**config.mk**
```make
export PLATFORM = sky130hd
export DESIGN_NAME = br_flow_xbar_rsp_return
export DESIGN_NICKNAME = d
export VERILOG_FILES = /design/src/rtl/br_flow_xbar_rsp_return.sv
export SDC_FILE = /design/constraint.sdc
export NUM_CORES = 1
export LEC_CHECK = 0
export ABC_AREA = 1
export BUFFER_PORTS_ARGS = -buffer_cell sky130_fd_sc_hd__buf_4
export CAP_MARGIN = 10
export CORE_AREA = 5 5 74 59
export DETAILED_ROUTE_END_ITERATION = 10
export DIE_AREA = 0 0 79 64
export PLACE_DENSITY = 0.72
export SYNTH_ARGS = -nofsm -noshare
export SYNTH_HDL_FRONTEND = slang
export SYNTH_SLANG_ARGS = --single-unit
```
**constraint.sdc**
```tcl
create_clock -name clk -period 2.4 [get_ports clk]
set_clock_uncertainty 0.05 [all_clocks]
set_input_delay 0.24 -clock clk [delete_from_list [all_inputs] [get_ports clk]]
set_output_delay 0.24 -clock clk [all_outputs]
set_load 0.02 [all_outputs]
```
**src/rtl/br_flow_xbar_rsp_return.sv**
```systemverilog
// Response-return path for a flow-controlled crossbar: per-target tag FIFOs record the
// originating initiator of each request, and per-initiator LRU arbiters route responses back.
module br_flow_xbar_rsp_return #(
    parameter int unsigned NumInitiators  = 2,
    parameter int unsigned NumTargets     = 2,
    parameter int unsigned Width          = 1,
    parameter int unsigned MaxOutstanding = 4,
    localparam int unsigned SrcIdWidth    = $clog2(NumInitiators),
    localparam int unsigned CntWidth      = $clog2(MaxOutstanding + 1)
) (
    input  logic                                      clk,
    input  logic                                      rst,
    input  logic [NumTargets-1:0]                     req_valid,
    input  logic [NumTargets-1:0][SrcIdWidth-1:0]     req_src_id,
    output logic [NumTargets-1:0]                     req_ready,
    input  logic [NumTargets-1:0]                     rsp_push_valid,
    output logic [NumTargets-1:0]                     rsp_push_ready,
    input  logic [NumTargets-1:0][Width-1:0]          rsp_push_data,
    output logic [NumInitiators-1:0]                  rsp_pop_valid,
    input  logic [NumInitiators-1:0]                  rsp_pop_ready,
    output logic [NumInitiators-1:0][Width-1:0]       rsp_pop_data,
    output logic [NumTargets-1:0][CntWidth-1:0]       outstanding_count
);

    localparam int unsigned PtrWidth   = (MaxOutstanding > 1) ? $clog2(MaxOutstanding) : 1;
    localparam int unsigned TgtIdWidth = $clog2(NumTargets);

    logic [NumTargets-1:0][MaxOutstanding-1:0][SrcIdWidth-1:0] r_tags;
    logic [NumTargets-1:0][PtrWidth-1:0]                       r_wptr;
    logic [NumTargets-1:0][PtrWidth-1:0]                       r_rptr;
    logic [NumTargets-1:0][CntWidth-1:0]                       r_count;
    // r_order[i][k] is the target holding priority slot k for initiator i (slot 0 highest)
    logic [NumInitiators-1:0][NumTargets-1:0][TgtIdWidth-1:0]  r_order;
    logic [NumInitiators-1:0][NumTargets-1:0][TgtIdWidth-1:0]  w_order_nxt;

    logic [NumInitiators-1:0][NumTargets-1:0] w_req;
    logic [NumInitiators-1:0][NumTargets-1:0] w_gnt;
    logic [NumTargets-1:0]                    w_enq;
    logic [NumTargets-1:0]                    w_nonempty;
    logic [NumTargets-1:0][SrcIdWidth-1:0]    w_head;

    function automatic logic [PtrWidth-1:0] ptr_inc(input logic [PtrWidth-1:0] p);
        return (p == PtrWidth'(MaxOutstanding - 1)) ? '0 : p + PtrWidth'(1);
    endfunction

    // Tag FIFO status; a full FIFO stays not-ready even when popping this cycle
    always_comb begin
        w_nonempty = '0;
        w_head     = '0;
        req_ready  = '0;
        w_enq      = '0;
        for (int t = 0; t < NumTargets; t++) begin
            w_nonempty[t] = (r_count[t] != '0);
            w_head[t]     = r_tags[t][r_rptr[t]];
            req_ready[t]  = !rst && (r_count[t] < CntWidth'(MaxOutstanding));
            w_enq[t]      = req_valid[t] && req_ready[t];
        end
    end

    // Each target requests only the initiator named by its head tag
    always_comb begin
        w_req = '0;
        for (int t = 0; t < NumTargets; t++) begin
            for (int i = 0; i < NumInitiators; i++) begin
                w_req[i][t] = !rst && rsp_push_valid[t] && w_nonempty[t]
                              && (w_head[t] == SrcIdWidth'(i));
            end
        end
    end

    always_comb begin : arb
        logic                  found;
        logic [TgtIdWidth-1:0] gpos;
        w_gnt       = '0;
        w_order_nxt = r_order;
        found       = 1'b0;
        gpos        = '0;
        for (int i = 0; i < NumInitiators; i++) begin
            found = 1'b0;
            gpos  = '0;
            for (int k = 0; k < NumTargets; k++) begin
                if (!found && w_req[i][r_order[i][k]]) begin
                    found = 1'b1;
                    gpos  = TgtIdWidth'(k);
                end
            end
            if (found) begin
                w_gnt[i][r_order[i][gpos]] = 1'b1;
            end
            // On transfer the winner drops to the last slot; lower slots shift up by one
            if (found && rsp_pop_ready[i]) begin
                for (int k = 0; k < NumTargets - 1; k++) begin
                    if (TgtIdWidth'(k) >= gpos) begin
                        w_order_nxt[i][k] = r_order[i][k+1];
                    end
                end
                w_order_nxt[i][NumTargets-1] = r_order[i][gpos];
            end
        end
    end

    // Cut-through response path
    always_comb begin
        rsp_pop_valid  = '0;
        rsp_pop_data   = '0;
        rsp_push_ready = '0;
        for (int i = 0; i < NumInitiators; i++) begin
            rsp_pop_valid[i] = |w_req[i];
            for (int t = 0; t < NumTargets; t++) begin
                if (w_gnt[i][t]) begin
                    rsp_pop_data[i] = rsp_push_data[t];
                    if (rsp_pop_ready[i]) begin
                        rsp_push_ready[t] = 1'b1;
                    end
                end
            end
        end
    end

    assign outstanding_count = r_count;

    always_ff @(posedge clk) begin
        for (int t = 0; t < NumTargets; t++) begin
            if (!rst && w_enq[t]) begin
                r_tags[t][r_wptr[t]] <= req_src_id[t];
            end
        end
    end

    always_ff @(posedge clk) begin
        if (rst) begin
            r_wptr  <= '0;
            r_rptr  <= '0;
            r_count <= '0;
            for (int i = 0; i < NumInitiators; i++) begin
                for (int k = 0; k < NumTargets; k++) begin
                    r_order[i][k] <= TgtIdWidth'(k);
                end
            end
        end else begin
            for (int t = 0; t < NumTargets; t++) begin
                if (w_enq[t]) begin
                    r_wptr[t] <= ptr_inc(r_wptr[t]);
                end
                if (rsp_push_ready[t]) begin
                    r_rptr[t] <= ptr_inc(r_rptr[t]);
                end
                if (w_enq[t] && !rsp_push_ready[t]) begin
                    r_count[t] <= r_count[t] + CntWidth'(1);
                end else if (!w_enq[t] && rsp_push_ready[t]) begin
                    r_count[t] <= r_count[t] - CntWidth'(1);
                end
            end
            r_order <= w_order_nxt;
        end
    end

    // Protocol and structural invariants
    always_ff @(posedge clk) begin
        if (!rst) begin
            for (int t = 0; t < NumTargets; t++) begin
                assert (r_count[t] <= CntWidth'(MaxOutstanding));
                assert (!(req_valid[t] && !req_ready[t]));
                assert (!(rsp_push_valid[t] && !w_nonempty[t]));
            end
            for (int i = 0; i < NumInitiators; i++) begin
                assert ($onehot0(w_gnt[i]));
            end
        end
    end

endmodule

```
==> results of run 1 <==
-- Yosys cell counts --
cell      count  area, µm²
nand2_1      39        146
inv_1        36        135
nor2_1       26       97.6
dfxtp_1      18        360
nand3_1      16       80.1
a21oi_1      14       70.1
ha_1         12        150
o21ai_0      10       50.1
edfxtp_1      8        240
inv_2         5       18.8
nand2_2       5       31.3
nand2_4       4       45.0
xor2_1        4       35.0
nand3_2       3       30.0
nor2_2        3       18.8
a21oi_4       2       32.5
fa_1          2       40.0
o211ai_1      2       15.0
o22ai_1       2       12.5
o31ai_1       2       15.0
buf_2         1       5.00
buf_6         1       11.3
clkinv_4      1       8.76
nand3_4       1       17.5
nand4_1       1       6.26
nor2_4        1       11.3
nor2_8        1       20.0
-- layout make-up --
| cell class | count | share of cell area [%] |
|---|---|---|
| repair buffers | 73 | 21.9 |
| flip-flops and latches | 26 | 24.1 |
| clock buffers | 3 | 1.58 |
| inverters | 42 | 6.42 |
| multi-input cells | 150 | 43.8 |
| clock inverters | 1 | 0.144 |
| well taps | 42 | 2.01 |
-- per-layer routing --
layer / vias up / GRT usage (%) / wire [µm]
li1: 850 / - / -
met1: 792 / 22.0 / 2070
met2: 37 / 28.5 / 2150
met3: 10 / 3.79 / 187
met4: 0 / 5.36 / 110
met5: - / 0 / 0
-- registers in the layout (all words and copies together) (netlist names) --
register,cells
r_tags,8
outstanding_count,6
r_order,4
r_rptr,4
r_wptr,4
-- per-stage QoR --
stage          util (%)  std cells  total power [mW]  instance area [µm²]
2_1_floorplan         -        220             0.958                 1750
4_1_cts            68.4        330              1.53                 2420
5_1_grt            73.7        337              1.75                 2610
3_3_place_gp       62.0        314              1.19                 2190
6_report           73.7        337              1.64                 2610
3_5_place_dp       62.0        314              1.20                 2190
-- where the power goes --
| part | internal (mW) | switching, mW |
|---|---|---|
| Combinational | 0.370 | 0.430 |
| Sequential | 0.523 | 0.0515 |
| Clock | 0.115 | 0.150 |
| Total | 1.01 | 0.631 |
-- final timing paths --
check / slack, ns / start / to
worst max-delay path: -0.09 / r_rptr[0] / outstanding_count[2]
worst min-delay path: 0.10 / req_src_id[0] / r_tags[3]
worst max register to register: -0.09 / r_rptr[0] / outstanding_count[2]
worst min register to register: 0.49 / r_wptr[1] / r_wptr[1]
-- worst register-to-register path, stage by stage (launching register included) --
cell	delay, ns
dfxtp_4	0.39
inv_4	0.05
nand2_2	0.06
nand2_1	0.05
nand2_1	0.08
nand2_2	0.10
nand3_2	0.12
nand2_4	0.08
buf_6	0.12
nor2_4	0.11
nor2_4	0.06
nand2_4	0.08
nand2_4	0.05
inv_2	0.06
ha_4	0.13
inv_2	0.04
fa_2	0.32
inv_2	0.08
a21oi_2	0.06
o21ai_2	0.06
xor2_1	0.18
nor2_1	0.05
-- what timing repair did --
item,4_1_cts,5_1_grt
buffers inserted,12,7
pin swaps,18,30
setup endpoints to repair,4,4
resized for setup,32,36
-- kinds of logic after synthesis --
logic type / after synthesis / synth area share (%)
AND/OR/NAND/NOR: 100 / 29.6
buffers and inverters: 44 / 10.5
AO/OA/AOI/OAI: 32 / 11.5
flip-flops: 26 / 35.2
adder cells (fa/ha/maj): 14 / 11.2
XOR/XNOR: 4 / 2.06
==> results.yml, run 1 <==
timing:
  rsz0062_at_grt: "yes"
  fin_crit_ns: 2.49
  setup_slack_ns: -0.0867
  hold_ws_ns: 0.102
  drv_slew: 0
  finalSetupViolations: 4
  slew_headroom_pct: 77.6
  setup_tns_ns: -0.173
  worst_pin_slew_ns: 0.336
  hold_viol_final: 0
  period_share_pct: 104
  fmax_mhz: 402
placed_design:
  gp_congestion: 0.829
  dp_hpwl_um: 3010
  io_buffers: 25
  pre_cts_slack_ns: -0.257
pwr:
  peakVddDrop_mv: 0.451
  power.density_nw_per_um2: 628
  leakage_nw: 1.25
die:
  die_h_um: 64
  start_util_pct: 48.1
  coreArea_um2: 3540
  num_io_pins: 26
  dieArea_um2: 5060
  die_w_um: 79
  row_count: 19
setup_path:
  cp_top_family: "simple AND/OR/NAND/NOR gates"
  slowest_stage: "dfxtp_4"
  critPathMaxStageDelay_ns: 0.39
  arrival_ns: 2.61
  crit_chain: "inv_4 -> nand2_2 -> nand2_1 -> nand2_1 -> nand2_2 -> nand3_2 -> nand2_4 -> buf_6 -> nor2_4 -> nor2_4 -> nand2_4 -> nand2_4 -> inv_2 -> ha_4 -> inv_2 -> fa_2 -> inv_2 -> a21oi_2 -> o21ai_2 -> xor2_1 -> nor2_1"
  end_kind: "register"
  crit_buf_inv: 5
  ff2ff_path_depth: 21
  worstSetupPathDepth: 21
  cp-start-kind: "register"
  crit_path_max_fanout: 5
  critPathKind: "register to register"
  critical_path_required_ns: 2.52
logic_synthesis:
  ys_types: 27
  syn-num-nets: 246
  ys_ff_latch: 26
  synth-seq-area-share_pct: 35.2
  syn_inst: 220
  syn-cell-area_um2: 1700
  yosys_warnings: 0
  syn_avg_cell_area_um2: 7.75
cells_and_area:
  final_common_cell: "buf_4"
  drive_gt1_share_pct: 53.9
  fill_cells: 248
  final_cell_mix: "buf_4 (69), inv_1 (30), nand2_2 (22), nor2_1 (21), nand2_1 (17)"
  syn_to_final_growth_pct: 53.2
  antenna-diode-count: 0
  regArea_um2: 631
  multi_input_area_um2: 1140
  fin_nets: 322
clock_tree:
  root_buffer: "clkbuf_8"
  clockBufferDepth: 2
  clk_pin_slew_ns: 0.10
  worstSkewPairLatency_ns: 0.28
  cts_hold_buf: 0
  cts_tree: "yes"
  cts_buffers: 3
  cts.htree.levels: 1
  cts_sinks: 26
grt:
  grt_util_all_layers_pct: 17.1
  grt_max_degree: 15
  grt_pass1_vias: 1552
  antenna_found_initial: 0
  grt_pass1_wl_um: 6900
  grt_overflow: 0
route:
  drcViolationCount: 0
  drt_iter0_markers: 86
  vias_per_cell: 5.01
  route.vias.total: 1689
  wl_per_cell_um: 13.4
  dr.pass1.iters: 4
  ant_nets: 0
  wirelength_um: 4520
min_path:
  hold_class: "input port to register"
  min_path_cells: 1
run_status:
  status: "complete, but fails checks"
  violations: "negative setup slack"
flow_run:
  drv_cap: 0
Power figures use the tool's default switching activity.
==> run 2, diff against run 1 <==
CORE_AREA = 4 4 73 58   (was 5 5 74 59)
DIE_AREA = 0 0 77 62   (was 0 0 79 64)
PLACE_DENSITY = 0.7   (was 0.72)
clock period = 2.5 ns   (was 2.4 ns; I/O delays follow)
==> results.yml, run 2 (same netlist as run 1, synthesis figures left out) <==
clock_tree:
  cts_hold_buf: 0
  clockBufferDepth: 2
  clk_pin_slew_ns: 0.09
  worstSkewPairLatency_ns: 0.27
  cts.htree.levels: 1
  cts_tree: "yes"
  root_buffer: "clkbuf_8"
  cts_sinks: 26
  cts_buffers: 3
cells_and_area:
  drive_gt1_share_pct: 41.8
  final_common_cell: "buf_4"
  multi_input_area_um2: 1030
  final_cell_mix: "buf_4 (53), inv_1 (34), nand2_1 (28), nor2_1 (22)"
  fin_nets: 302
  fill_cells: 295
  regArea_um2: 618
  antenna-diode-count: 0
  syn_to_final_growth_pct: 37.0
  largest_reg_flops: 8
  utilization_pct: 65.9
placed_design:
  io_buffers: 25
  dp_hpwl_um: 2750
  gp_congestion: 0.840
timing:
  fin_crit_ns: 2.41
  finalSetupViolations: 0
  setup_tns_ns: 0
  hold_ws_ns: 0.126
  drv_slew: 0
  slew_headroom_pct: 83.4
  period_share_pct: 96.4
  fmax_mhz: 415
  worst_pin_slew_ns: 0.249
  hold_viol_final: 0
route:
  vias_per_cell: 4.75
  route.vias.total: 1507
  drt_iter0_markers: 54
  drcViolationCount: 0
  dr.pass1.iters: 4
  wirelength_um: 3780
  ant_nets: 0
  wl_per_cell_um: 11.9
die:
  dieArea_um2: 4770
  coreArea_um2: 3540
  die_w_um: 77
  row_count: 19
  start_util_pct: 48.1
  num_io_pins: 26
  die_h_um: 62
setup_path:
  regToRegEndpoint: "outstanding_count[5]"
  ff2ff_path_depth: 19
  crit_path_max_fanout: 4
  slowest_stage: "dfxtp_4"
  critPathKind: "register to register"
  critPathMaxStageDelay_ns: 0.37
  critical_path_required_ns: 2.62
  end_kind: "register"
  crit_chain: "inv_2 -> nand2_1 -> nand2_1 -> nand2_1 -> nand2_2 -> nand3_4 -> nand2_4 -> nor2_4 -> nor2_8 -> nand2_4 -> nand2_2 -> inv_1 -> ha_1 -> inv_1 -> fa_2 -> a21oi_1 -> o21ai_1 -> xor2_1 -> nor2_1"
  crit_top_cell: "nand2_1"
  cp-start-kind: "register"
  arrival_ns: 2.54
  r2r-start: "r_rptr[2]"
  r2r_slack_ns: 0.09
grt:
  grt_overflow: 0
  grt_max_degree: 16
  grt_pass1_vias: 1384
  antenna_found_initial: 0
  grt_pass1_wl_um: 6130
  grt_util_all_layers_pct: 16.1
pwr:
  leakage_nw: 1.14
  peakVddDrop_mv: 0.407
  power.density_nw_per_um2: 660
min_path:
  hp-start: "req_src_id[0]"
  hold_class: "input port to register"
  hold_end: "r_tags[1]"
  min_path_cells: 1
flow_run:
  drv_cap: 0
run_status:
  status: "finished clean"
-- run 2: changes by cell type in the layout (fill, tap and decap cells not counted), sizes merged --
cell	previous run	this run
bufinv	0	1
clkinv	2	1
buf	73	53
-- run 2: routing by layer --
metal / GRT usage (%) / up-vias / routed length [µm]
met5: 0 / - / 0
met4: 3.55 / 0 / 67
met3: 3.46 / 6 / 215
met2: 26.8 / 35 / 1670
met1: 22.0 / 662 / 1830
li1: - / 804 / -
-- run 2: what timing repair did --
action / 4_1_cts / 5_1_grt
resized for setup: 13 / 25
buffers inserted: 0 / 7
pin swaps: 4 / 14
setup endpoints to repair: 3 / 4
-- run 2: where the power goes --
group	switching, mW	leakage (nW)	internal, mW	total (mW)
clock network	0.138	0.0357	0.214	0.352
logic	0.361	0.876	0.288	0.649
registers	0.0456	0.224	0.495	0.540
total	0.544	1.14	0.997	1.54
-- run 2: worst max path at each step --
stage               startpoint                   end  slack [ns]  cells after the start
CTS                  r_rptr[0]  outstanding_count[2]       0.008                     20
finish               r_rptr[2]  outstanding_count[5]        0.09                     19
global placement     r_rptr[2]  outstanding_count[2]       -0.06                     18
global route         r_tags[7]  outstanding_count[2]       -0.03                     19
detailed placement   r_rptr[2]  outstanding_count[2]       -0.11                     20
floorplan            r_rptr[2]  outstanding_count[2]        0.01                     18
-- run 2: worst max-delay path, delay by kind of cell, from the launching register on --
family / cells / cell delay (ns)
and+or+nand+nor: 11 / 0.91
buffers and inverters: 3 / 0.16
AOI/OAI and AO/OA: 2 / 0.24
xor gates and xnor gates: 1 / 0.13
DFF: 1 / 0.37
adders and majority gates: 2 / 0.47
-- run 2: final cells by class --
class                   count  area share, %
clock buffers               3           1.77
clock inverters             1           1.29
inverters                  42           6.97
multi-input cells         150           44.2
flip-flops and latches     26           26.5
well taps                  42           2.25
repair buffers             53           17.0
-- run 2: stage by stage --
step           area [µm²]  setup slack (ns)  power, mW  std cells
2_1_floorplan        1720            0.0120      0.902        220
3_3_place_gp         2100           -0.0606       1.11        306
3_5_place_dp         2100            -0.114       1.12        306
4_1_cts              2210           0.00755       1.48        310
5_1_grt              2330           -0.0284       1.65        317
6_report             2330            0.0895       1.54        317
==> run 3, diff against run 2 <==
GPL_TIMING_DRIVEN = 0   (was not set)
==> results.yml, run 3 (same netlist as run 1, synthesis figures left out) <==
timing:
  worst_pin_slew_ns: 0.304
  finalSetupViolations: 0
  period_share_pct: 98.1
  hold_viol_final: 0
  slew_headroom_pct: 79.7
  drv_slew: 0
  fin_crit_ns: 2.45
  rsz0062_at_grt: "yes"
  setup_slack_ns: 0.0481
  hold_ws_ns: 0.127
  fmax_mhz: 408
clock_tree:
  root_buffer: "clkbuf_8"
  cts_buffers: 3
  clk_pin_slew_ns: 0.09
  worstSkewPairLatency_ns: 0.27
  cts_hold_buf: 0
  cts_sinks: 26
  cts.htree.levels: 1
  clockBufferDepth: 2
  cts_tree: "yes"
placed_design:
  pre_cts_slack_ns: -0.150
  gp_congestion: 0.757
  io_buffers: 24
  dp_hpwl_um: 2430
  place_inst: 286
pwr:
  power_frac_seq_pct: 38.4
  combPwrFrac_pct: 45.8
  p_int_mw: 0.910
  power.density_nw_per_um2: 612
  power_switching_mw: 0.562
  sw_frac_of_total_pct: 38.2
  clkPwrFrac_pct: 15.8
  power_mw: 1.47
  peakVddDrop_mv: 0.459
  leakage_nw: 1.13
grt:
  grt_overflow: 0
  grt_pass1_vias: 1258
  grt_util_all_layers_pct: 14.6
  grt_max_degree: 14
  grt_pass1_wl_um: 5510
  antenna_found_initial: 0
setup_path:
  critical_path_required_ns: 2.66
  cp-start-kind: "register"
  critPathKind: "register to register"
  end_kind: "register"
  crit_path_max_fanout: 5
  arrival_ns: 2.61
cells_and_area:
  largest_reg_flops: 8
  final_cell_mix: "buf_4 (46), inv_1 (33), nand2_1 (21), nor2_1 (21), nand2_2 (16)"
  fin_nets: 299
  antenna-diode-count: 0
  fill_cells: 283
  syn_to_final_growth_pct: 41.2
  final_cells: 313
  final_common_cell: "buf_4"
  drive_gt1_share_pct: 46.9
route:
  wirelength_um: 3900
  dr.pass1.iters: 4
  drcViolationCount: 0
  route.vias.total: 1513
  drt_iter0_markers: 92
  wl_per_cell_um: 12.5
  vias_per_cell: 4.83
  ant_nets: 0
die:
  dieArea_um2: 4770
  row_count: 19
  num_io_pins: 26
  start_util_pct: 48.1
  die_w_um: 77
  die_h_um: 62
  coreArea_um2: 3540
min_path:
  hold_class: "input port to register"
flow_run:
  drv_cap: 0
run_status:
  status: "finished clean"
[run 3: changes by cell type in the layout (fill, tap and decap cells not counted), sizes merged]
cell	before	now
buf	53	50
bufinv	1	0
[run 3: what timing repair did]
action                     in CTS  in global routing
resized for setup              14                 57
setup endpoints to repair       4                  4
pin swaps                       3                 26
setup buffers                   1                 23
cloned                          0                  0
[run 3: path summary, 6_finish.rpt]
| check | to | from | slack [ns] | cells after the start |
|---|---|---|---|---|
| worst max-delay path | outstanding_count[2] | outstanding_count[1] | 0.05 | 18 |
| worst min-delay path | r_tags[2] | req_src_id[0] | 0.13 | 1 |
| worst max register to register | outstanding_count[2] | outstanding_count[1] | 0.05 | 18 |
| worst min register to register | outstanding_count[1] | outstanding_count[1] | 0.45 | 2 |
[run 3: power by group through the flow]
| stage | clock network [mW] | logic, mW | registers (mW) |
|---|---|---|---|
| 2_1_floorplan | 0 | 0.317 | 0.585 |
| 3_3_place_gp | 0 | 0.477 | 0.565 |
| 3_5_place_dp | 0 | 0.482 | 0.565 |
| 4_1_cts | 0.241 | 0.496 | 0.560 |
| 5_1_grt | 0.256 | 0.740 | 0.574 |
| 6_report | 0.233 | 0.674 | 0.566 |
[run 3: critical path: stages (launching register included)]
cell and delay [ns]:
dfxtp_4 0.38, nor2_4 0.04, a21oi_4 0.27, buf_6 0.15, nand3_2 0.09, nand2_4 0.11, nor2_4 0.06, nor2_8 0.12
nand2_4 0.07, nand2_4 0.08, inv_1 0.04, ha_2 0.18, inv_1 0.07, fa_2 0.17, inv_1 0.04, a21oi_1 0.13
o21ai_1 0.08, xor2_1 0.16, nor2_1 0.09
[run 3: metal layers]
| layer | wire length (µm) | vias to the layer above | track usage, % |
|---|---|---|---|
| li1 | - | 800 | - |
| met1 | 1790 | 681 | 19.8 |
| met2 | 1890 | 30 | 24.2 |
| met3 | 184 | 2 | 3.03 |
| met4 | 29 | 0 | 4.57 |
| met5 | 0 | - | 0 |
[run 3: layout make-up]
type	instances	area, µm²	area share [%]
repair buffers	48	368	15.3
flip-flops and latches	26	628	26.1
multi-input cells	150	1130	47.1
clock buffers	3	41.3	1.72
inverters	42	168	6.97
plain buffers	2	16.3	0.676
well taps	42	52.6	2.18
[run 3: through the flow]
step                      util [%]  TNS, ns  instance area (µm²)
final                         67.9        0                 2410
after global routing          67.9   -0.302                 2410
after floorplan                  -        0                 1720
after detailed placement      55.1   -0.440                 1950
after CTS                     57.6        0                 2040
after global placement        55.1   -0.320                 1950
